### config.mk
export PLATFORM = sky130hd
export DESIGN_NAME = reservation_station
export DESIGN_NICKNAME = d
export VERILOG_FILES = /design/src/rtl/reservation_station.sv
export SDC_FILE = /design/constraint.sdc
export NUM_CORES = 1
export LEC_CHECK = 0
export ABC_AREA = 1
export BUFFER_PORTS_ARGS = -buffer_cell sky130_fd_sc_hd__buf_2
export CAP_MARGIN = 15
export CORE_MARGIN = 2
export CORE_UTILIZATION = 25
export DETAILED_ROUTE_END_ITERATION = 12
export GPL_TIMING_DRIVEN = 0
export PLACE_DENSITY = 0.37
export SLEW_MARGIN = 20
export SYNTH_ARGS = -nofsm -noshare
export SYNTH_HDL_FRONTEND = slang
export SYNTH_SLANG_ARGS = --single-unit
### constraint.sdc
create_clock -name clk -period 13.5 [get_ports clk]
set_input_delay 2.7 -clock clk [delete_from_list [all_inputs] [get_ports clk]]
set_output_delay 2.7 -clock clk [all_outputs]
set_load 0.02 [all_outputs]
### src/rtl/reservation_station.sv
// reservation_station
//   Holds instructions dispatched by the ROB until both source operands are
//   available, snoops the ALU and memory result buses for the tags it is
//   waiting on, and releases at most one ready instruction per cycle to the
//   ALU through a registered output stage.
//
// Ports
//   clk, rst                 clock and synchronous active-high reset
//   op_in .. imm_in          dispatch from the ROB (op_in all-ones = none)
//   alu_num / alu_value      ALU broadcast (tag 0 = idle)
//   mem_num / mem_value      memory broadcast (tag 0 = idle)
//   flush                    discard every entry and the pending issue
//   rs_full                  at most one free entry left
//   alu_op .. alu_tag        registered issue to the ALU (alu_op all-ones = none)
module reservation_station #(
  parameter int RS_DEPTH = 4,
  parameter int TAG_W    = 3,
  parameter int OP_W     = 5,
  parameter int XLEN     = 32
) (
  input  logic             clk,
  input  logic             rst,
  input  logic [OP_W-1:0]  op_in,
  input  logic [XLEN-1:0]  value1_in,
  input  logic [XLEN-1:0]  value2_in,
  input  logic [TAG_W-1:0] query1_in,
  input  logic [TAG_W-1:0] query2_in,
  input  logic [TAG_W-1:0] target_in,
  input  logic [XLEN-1:0]  imm_in,
  input  logic [TAG_W-1:0] alu_num,
  input  logic [XLEN-1:0]  alu_value,
  input  logic [TAG_W-1:0] mem_num,
  input  logic [XLEN-1:0]  mem_value,
  input  logic             flush,
  output logic             rs_full,
  output logic [OP_W-1:0]  alu_op,
  output logic [XLEN-1:0]  alu_a,
  output logic [XLEN-1:0]  alu_b,
  output logic [XLEN-1:0]  alu_imm,
  output logic [TAG_W-1:0] alu_tag
);

  localparam int IDX_W = (RS_DEPTH > 1) ? $clog2(RS_DEPTH) : 1;
  localparam int CNT_W = $clog2(RS_DEPTH) + 1;
  localparam logic [OP_W-1:0] OP_NONE = '1;

  // Entry state
  logic [RS_DEPTH-1:0] busy_q, busy_d;
  logic [OP_W-1:0]     op_q  [RS_DEPTH];
  logic [OP_W-1:0]     op_d  [RS_DEPTH];
  logic [XLEN-1:0]     v1_q  [RS_DEPTH];
  logic [XLEN-1:0]     v1_d  [RS_DEPTH];
  logic [XLEN-1:0]     v2_q  [RS_DEPTH];
  logic [XLEN-1:0]     v2_d  [RS_DEPTH];
  logic [TAG_W-1:0]    q1_q  [RS_DEPTH];
  logic [TAG_W-1:0]    q1_d  [RS_DEPTH];
  logic [TAG_W-1:0]    q2_q  [RS_DEPTH];
  logic [TAG_W-1:0]    q2_d  [RS_DEPTH];
  logic [TAG_W-1:0]    tag_q [RS_DEPTH];
  logic [TAG_W-1:0]    tag_d [RS_DEPTH];
  logic [XLEN-1:0]     imm_q [RS_DEPTH];
  logic [XLEN-1:0]     imm_d [RS_DEPTH];

  // Issue register
  logic [OP_W-1:0]  alu_op_q,  alu_op_d;
  logic [XLEN-1:0]  alu_a_q,   alu_a_d;
  logic [XLEN-1:0]  alu_b_q,   alu_b_d;
  logic [XLEN-1:0]  alu_imm_q, alu_imm_d;
  logic [TAG_W-1:0] alu_tag_q, alu_tag_d;

  logic [CNT_W-1:0] busy_count;
  logic             iss_vld;
  logic [IDX_W-1:0] iss_idx;
  logic             free_vld;
  logic [IDX_W-1:0] free_idx;
  logic             dispatch;

  // Operand capture shared by wakeup and dispatch bypass. Tag 0 never
  // matches, and the ALU bus wins when both buses carry the same tag.
  function automatic logic [TAG_W-1:0] capture_q(input logic [TAG_W-1:0] q,
                                                  input logic [TAG_W-1:0] an,
                                                  input logic [TAG_W-1:0] mn);
    if (q != '0 && (q == an || q == mn)) return '0;
    return q;
  endfunction

  function automatic logic [XLEN-1:0] capture_v(input logic [TAG_W-1:0] q,
                                                 input logic [XLEN-1:0]  v,
                                                 input logic [TAG_W-1:0] an,
                                                 input logic [XLEN-1:0]  av,
                                                 input logic [TAG_W-1:0] mn,
                                                 input logic [XLEN-1:0]  mv);
    if (q != '0 && q == an) return av;
    if (q != '0 && q == mn) return mv;
    return v;
  endfunction

  // Selection on pre-edge state: lowest ready entry issues, lowest free
  // entry receives a dispatch. A slot freed by this edge's issue is still
  // busy here, so it is never reused on the same edge.
  always_comb begin
    busy_count = '0;
    iss_vld    = 1'b0;
    iss_idx    = '0;
    free_vld   = 1'b0;
    free_idx   = '0;
    for (int i = RS_DEPTH - 1; i >= 0; i--) begin
      busy_count = busy_count + CNT_W'(busy_q[i]);
      if (busy_q[i] && q1_q[i] == '0 && q2_q[i] == '0) begin
        iss_vld = 1'b1;
        iss_idx = IDX_W'(i);
      end
      if (!busy_q[i]) begin
        free_vld = 1'b1;
        free_idx = IDX_W'(i);
      end
    end
  end

  assign dispatch = (op_in != OP_NONE);
  assign rs_full  = (busy_count >= CNT_W'(RS_DEPTH - 1));

  always_comb begin
    busy_d    = busy_q;
    op_d      = op_q;
    v1_d      = v1_q;
    v2_d      = v2_q;
    q1_d      = q1_q;
    q2_d      = q2_q;
    tag_d     = tag_q;
    imm_d     = imm_q;
    alu_op_d  = OP_NONE;
    alu_tag_d = '0;
    alu_a_d   = alu_a_q;
    alu_b_d   = alu_b_q;
    alu_imm_d = alu_imm_q;

    if (flush) begin
      busy_d    = '0;
      alu_a_d   = '0;
      alu_b_d   = '0;
      alu_imm_d = '0;
    end else begin
      // Issue reads the stored operands, before any wakeup on this edge.
      if (iss_vld) begin
        alu_op_d  = op_q[iss_idx];
        alu_a_d   = v1_q[iss_idx];
        alu_b_d   = v2_q[iss_idx];
        alu_imm_d = imm_q[iss_idx];
        alu_tag_d = tag_q[iss_idx];
      end

      for (int i = 0; i < RS_DEPTH; i++) begin
        if (busy_q[i]) begin
          v1_d[i] = capture_v(q1_q[i], v1_q[i], alu_num, alu_value, mem_num, mem_value);
          q1_d[i] = capture_q(q1_q[i], alu_num, mem_num);
          v2_d[i] = capture_v(q2_q[i], v2_q[i], alu_num, alu_value, mem_num, mem_value);
          q2_d[i] = capture_q(q2_q[i], alu_num, mem_num);
        end
      end

      if (dispatch && free_vld) begin
        busy_d[free_idx] = 1'b1;
        op_d[free_idx]   = op_in;
        v1_d[free_idx]   = capture_v(query1_in, value1_in, alu_num, alu_value, mem_num, mem_value);
        q1_d[free_idx]   = capture_q(query1_in, alu_num, mem_num);
        v2_d[free_idx]   = capture_v(query2_in, value2_in, alu_num, alu_value, mem_num, mem_value);
        q2_d[free_idx]   = capture_q(query2_in, alu_num, mem_num);
        tag_d[free_idx]  = target_in;
        imm_d[free_idx]  = imm_in;
      end

      if (iss_vld) busy_d[iss_idx] = 1'b0;
    end
  end

  // Control and issue-register boundary
  always_ff @(posedge clk) begin
    if (rst) begin
      busy_q    <= '0;
      alu_op_q  <= OP_NONE;
      alu_a_q   <= '0;
      alu_b_q   <= '0;
      alu_imm_q <= '0;
      alu_tag_q <= '0;
    end else begin
      busy_q    <= busy_d;
      alu_op_q  <= alu_op_d;
      alu_a_q   <= alu_a_d;
      alu_b_q   <= alu_b_d;
      alu_imm_q <= alu_imm_d;
      alu_tag_q <= alu_tag_d;
      // A dispatch into a completely full station is lost.
      assert (flush || !dispatch || free_vld);
    end
  end

  // Entry payload boundary; qualified by busy_q, so no reset needed
  always_ff @(posedge clk) begin
    op_q  <= op_d;
    v1_q  <= v1_d;
    v2_q  <= v2_d;
    q1_q  <= q1_d;
    q2_q  <= q2_d;
    tag_q <= tag_d;
    imm_q <= imm_d;
  end

  assign alu_op  = alu_op_q;
  assign alu_a   = alu_a_q;
  assign alu_b   = alu_b_q;
  assign alu_imm = alu_imm_q;
  assign alu_tag = alu_tag_q;

endmodule

### Word-level counts from Yosys, hierarchy flattened

Cells that the tools add are included.

* $add $sub $neg: 3
* magnitude comparators: 8
* equality and inequality tests: 21
* mux-type cells: 255
* bitwise operators: 7
* reductions and logical operators: 73

Operators with widths (number)
* $mux W32: 67
* $bwmux W128: 3
* $mux W128: 2
* $bmux W32 S2: 3
* $mux W3: 43
* $mux W1: 110
* $demux W32 S2: 1
* $eq A3 B3 Y1: 20
* $logic_and A1 B1 Y1: 42
* $bwmux W12: 3
* $reduce_bool A3 Y1: 10
* $logic_not A3 Y1: 8
* $mux W12: 2
* $bwmux W20: 1
* $mux W2: 8
* $mux W5: 3
* $mux W4: 3
* $bmux W5 S2: 1
* $demux W5 S2: 1
* $logic_or A1 B1 Y1: 10
* $bmux W3 S2: 1
* $demux W3 S2: 1
* $ge A3 B3 Y1 const B: 2
* $lt A2 B3 Y1 const B: 2
* 16 further kinds: 20

* register bits after elaboration: 548
* bits of input ports: 183
* output and inout bits: 105
* logic and storage cells: 401

### Depth between registers and ports, before layout

* depth in word-level cells: 16
* mapped depth: 14
* mapped depth without buffers: 12

### Worst setup path before layout

Ideal clock, no wire load.

* path kind: in2reg
* from: input port flush
* to: register imm_q[32] (netlist name) (enable)
* library setup time: 0.437 ns
* data arrival time: 10.416 ns
* data required time: 13.063 ns
* setup slack: 2.647 ns
* stages: 3
* buffers on the path: 0
* path through: inv_1 > nand2_1 > nor2_1

* word-level cells in the longest chain between the ends: 2

Ends and longest elaborated chain
* start, declared: RTL line 34 `input logic flush,`
* $not A1 Y1 (no source line)
* $reduce_and A2 Y1 (no source line)
* end signal, assigned: RTL line 206 `imm_q <= imm_d;`
* end, declared: RTL line 61 `logic [XLEN-1:0] imm_q [RS_DEPTH];`

Every way passes these cells.
A chain may end at the register's enable or synchronous reset.

### Worst setup path in the final report

* from: register busy_q[1]
* to: output port rs_full

* word-level cells in the longest chain between the ends: 3

Ends and longest elaborated chain
* start, declared: RTL line 48 `logic [RS_DEPTH-1:0] busy_q, busy_d;`
* start signal, assigned: RTL line 187 `busy_q <= busy_d;`
* $add A2 B1 Y3: RTL line 108 `busy_count = busy_count + CNT_W'(busy_q[i]);`
* $add A3 B1 Y3: RTL line 108
* $ge A3 B2 Y1: RTL line 121 `assign rs_full = (busy_count >= CNT_W'(RS_DEPTH - 1));`
* end, declared: RTL line 35 `output logic rs_full,`

Every way passes these cells.

==> run_results.csv <==
group,metric,value,unit
cts,cts_root_buffer,"clkbuf_16",
placement,dp.cells,7572,
synthesis,yosys-top-cells-area,"edfxtp_1, nand3_1, nand2_1",
route,drt_wl_total,205100,um
synthesis,synth_top_area_cell,"edfxtp_1",
synthesis,yosys_warnings,0,
worst_hold_path,hold_class,"register to register",
synthesis,syn_nets,5569,
floorplanning,die-width,389.3,um
synthesis,netlist_instances,5380,
sta,rsz0062_at_grt,"no",
sta,fmax,0.1694,GHz
outcome,status,"complete, no violations",
synthesis,synth_xor_area_share,1.416,%
power,seq_power_share,38.1,%
cts,post_cts_buffers,0,
global_routing,met1_usage,34.54,%
global_routing,use_met3,4.403,%
worst_setup_path,reg2regPathDepth,10,
power,p_comb_share,19.6,%
global_routing,grt_pass1_wl,283900,um
sta,fin_crit_sh,43.72,%
worst_setup_path,crit_path_max_fanout,8,
synthesis,yosys.area_share.simple,36.08,%
power,powerDensity,119.5,mW/mm2
synthesis,synth_compound_area_share,7.626,%
floorplanning,core,0.1475,mm2
worst_setup_path,cp.arrival,3200,ps
cts,cts_htree_levels,3,
power,clkPwrFrac,42.3,%
worst_setup_path,start_kind,"register",
sta,relSlewSlack,18.41,%
worst_setup_path,required,10800,ps
synthesis,ys_seq_area_share,41.43,%
synthesis,synth_cell_type_count,37,
layout,instances_no_fill,7726,
synthesis,synth_top_family_by_area,"simple AND/OR/NAND/NOR gates",
worst_setup_path,critPathCaptureType,"output pin",
cts,clock_latency,740,ps
floorplanning,start_util,25.16,%
floorplanning,rows,141,
worst_hold_path,whs_path_depth,2,
layout,area_growth,18.15,%
sta,clock_skew,79.67,ps
synthesis,synth_mux_area_share,0,%
cts,hold_buffers,0,
global_routing,use_met2,42.23,%
global_routing,track_usage,26.28,%
global_routing,grt.busiest_layer,"met2",
global_routing,overflow,0,
sta,worst_pin_slew,1224,ps
route,vias,39150,
route,viasPerCell,5.067,
power,ir_drop,0.09502,mV
placement,gp_congestion,0.9599,
sta,holdWs,504.0,ps
sta,fin_crit,5902,ps
layout,layout_common_cells,"nand3_1, nand2_1, inv_1, buf_2, edfxtp_1",
route,postRouteAntennaNets,0,
placement,io_buffers,249,
sta,hold_viol_final,0,
power,p_leak,21.25,nW
synthesis,netlist_area,0.03711,mm2
route,drtIter0Drc,4117,
cts,cts_made_buffers,79,
cts,cts.clk_slew.worst_paths,70,ps
power,internal-power,3.490,mW
synthesis,synth_adder_area_share,0.2225,%
route,drt_pass1_iterations,6,
route,drcViolationCount,0,
power,netSwitchingPower,1.751,mW
cts,clk_path_buf_depth,3,
floorplanning,die_y,389.3,um
route,wire_per_inst,26.55,um
layout,fill_cells,16560,
floorplanning,die-area,0.1515,mm2
floorplanning,ioPinCount,288,
synthesis,ys_seq_elements,548,
cts,clock-sinks,548,
global_routing,grt_max_degree,86,
global_routing,antenna_found_initial,23,
cts,cts_tree,"yes",
cts,cts_resized,0,
synthesis,syn_area_per_cell,6.898,um2
job,cap_violations,0,
power,swShare,33.41,%
sta,drv_slew,0,
worst_setup_path,crit_type,"register to output pin",
placement,dp_hpwl,156200,um
layout,final_common_cell,"nand3_1",
sta,setup_viol,0,
global_routing,grt_pass1_vias,37810,
synthesis,synth_top_area_share,35.60,%
layout,drive_above_1_share,12.59,%
layout,finalNetCount,5912,
[worst paths after layout]
path	startpoint	endpoint	slack, ps
max	busy_q[1]	rs_full	7600
min reg2reg	op_q[12]	alu_op[2]	500
max reg2reg	busy_q[1]	v2_q[79]	9700
min	op_q[12]	alu_op[2]	500
[synthesized netlist by cell type (all sizes together)]
cell    number
a211oi       3
a21oi      325
a221oi       1
and3         1
buf        263
clkbuf     143
clkinv       1
dfxtp      108
edfxtp     440
fa           1
ha           5
inv        780
nand2     1334
nand3     1420
nand3b       2
nand4        5
nor2       256
nor3         8
o211ai       5
o21ai      218
o21bai       1
xnor2       15
xor2        45
[cells by family (layout without fill, tap and decap cells)]
family,after synthesis,after routing
compound gates,553,553
buf+inv,1187,1596
flops,548,548
simple gates,3026,3026
other cells,0,7
fa+ha+maj,6,6
xor+xnor,60,60
[through the flow]
step                      utilization, %  setup WS [ps]  TNS [ps]  area [um2]  power [mW]
after floorplan                        -           2647         0       37110       2.622
after global routing               29.72           7613         0       43830       5.440
after global placement             27.64          -4797   -375750       40770       3.041
after detailed placement           27.89           7643         0       41140       3.032
final                              29.73           7598         0       43850       5.241
after CTS                          29.72           7637         0       43830       5.267
[state kept, by name (all words and copies together), names as in the netlist]
name     cells
imm_q      128
op_q        20
tag_q       12
busy_q       4
v2_q       128
alu_a       32
alu_b       32
alu_tag      3
alu_op       5
alu_imm     32
q1_q        12
q2_q        12
v1_q       128
[power by group through the flow]
| stage | logic, mW | registers, mW | clock network (mW) |
|---|---|---|---|
| detailed placement | 1.00 | 2.03 | 0 |
| global route | 1.11 | 2.01 | 2.32 |
| floorplan | 0.600 | 2.02 | 0 |
| CTS | 1.00 | 2.00 | 2.27 |
| global placement | 0.989 | 2.05 | 0 |
| finish | 1.03 | 2.00 | 2.21 |
[critical path, stage by stage, from the launching register on]
cell      delay, ps
dfxtp_1         780
fa_1            570
ha_1            230
ha_1            290
nand2_1          50
o21bai_1        290
buf_2           240
[routing by layer]
metal / up-vias / part of all wire (%)
met5: - / 0.084
met4: 28 / 4.6
met3: 394 / 7.8
met2: 1761 / 45
met1: 18720 / 42
li1: 18250 / -
[final cells by class]
type	instances	area [um2]	area share, %
Timing Repair Buffer	262	1562	3.561
Inverter	781	2939	6.703
Tap cell	1930	2415	5.508
Sequential cell	548	15370	35.07
Antenna cell	7	17.52	0.03995
Multi-Input combinational cell	3645	16870	38.48
Clock buffer	115	2243	5.117
Clock inverter	32	446.7	1.019
Buffer	406	1978	4.512
No activity file was read; power rests on OpenSTA's default activity.
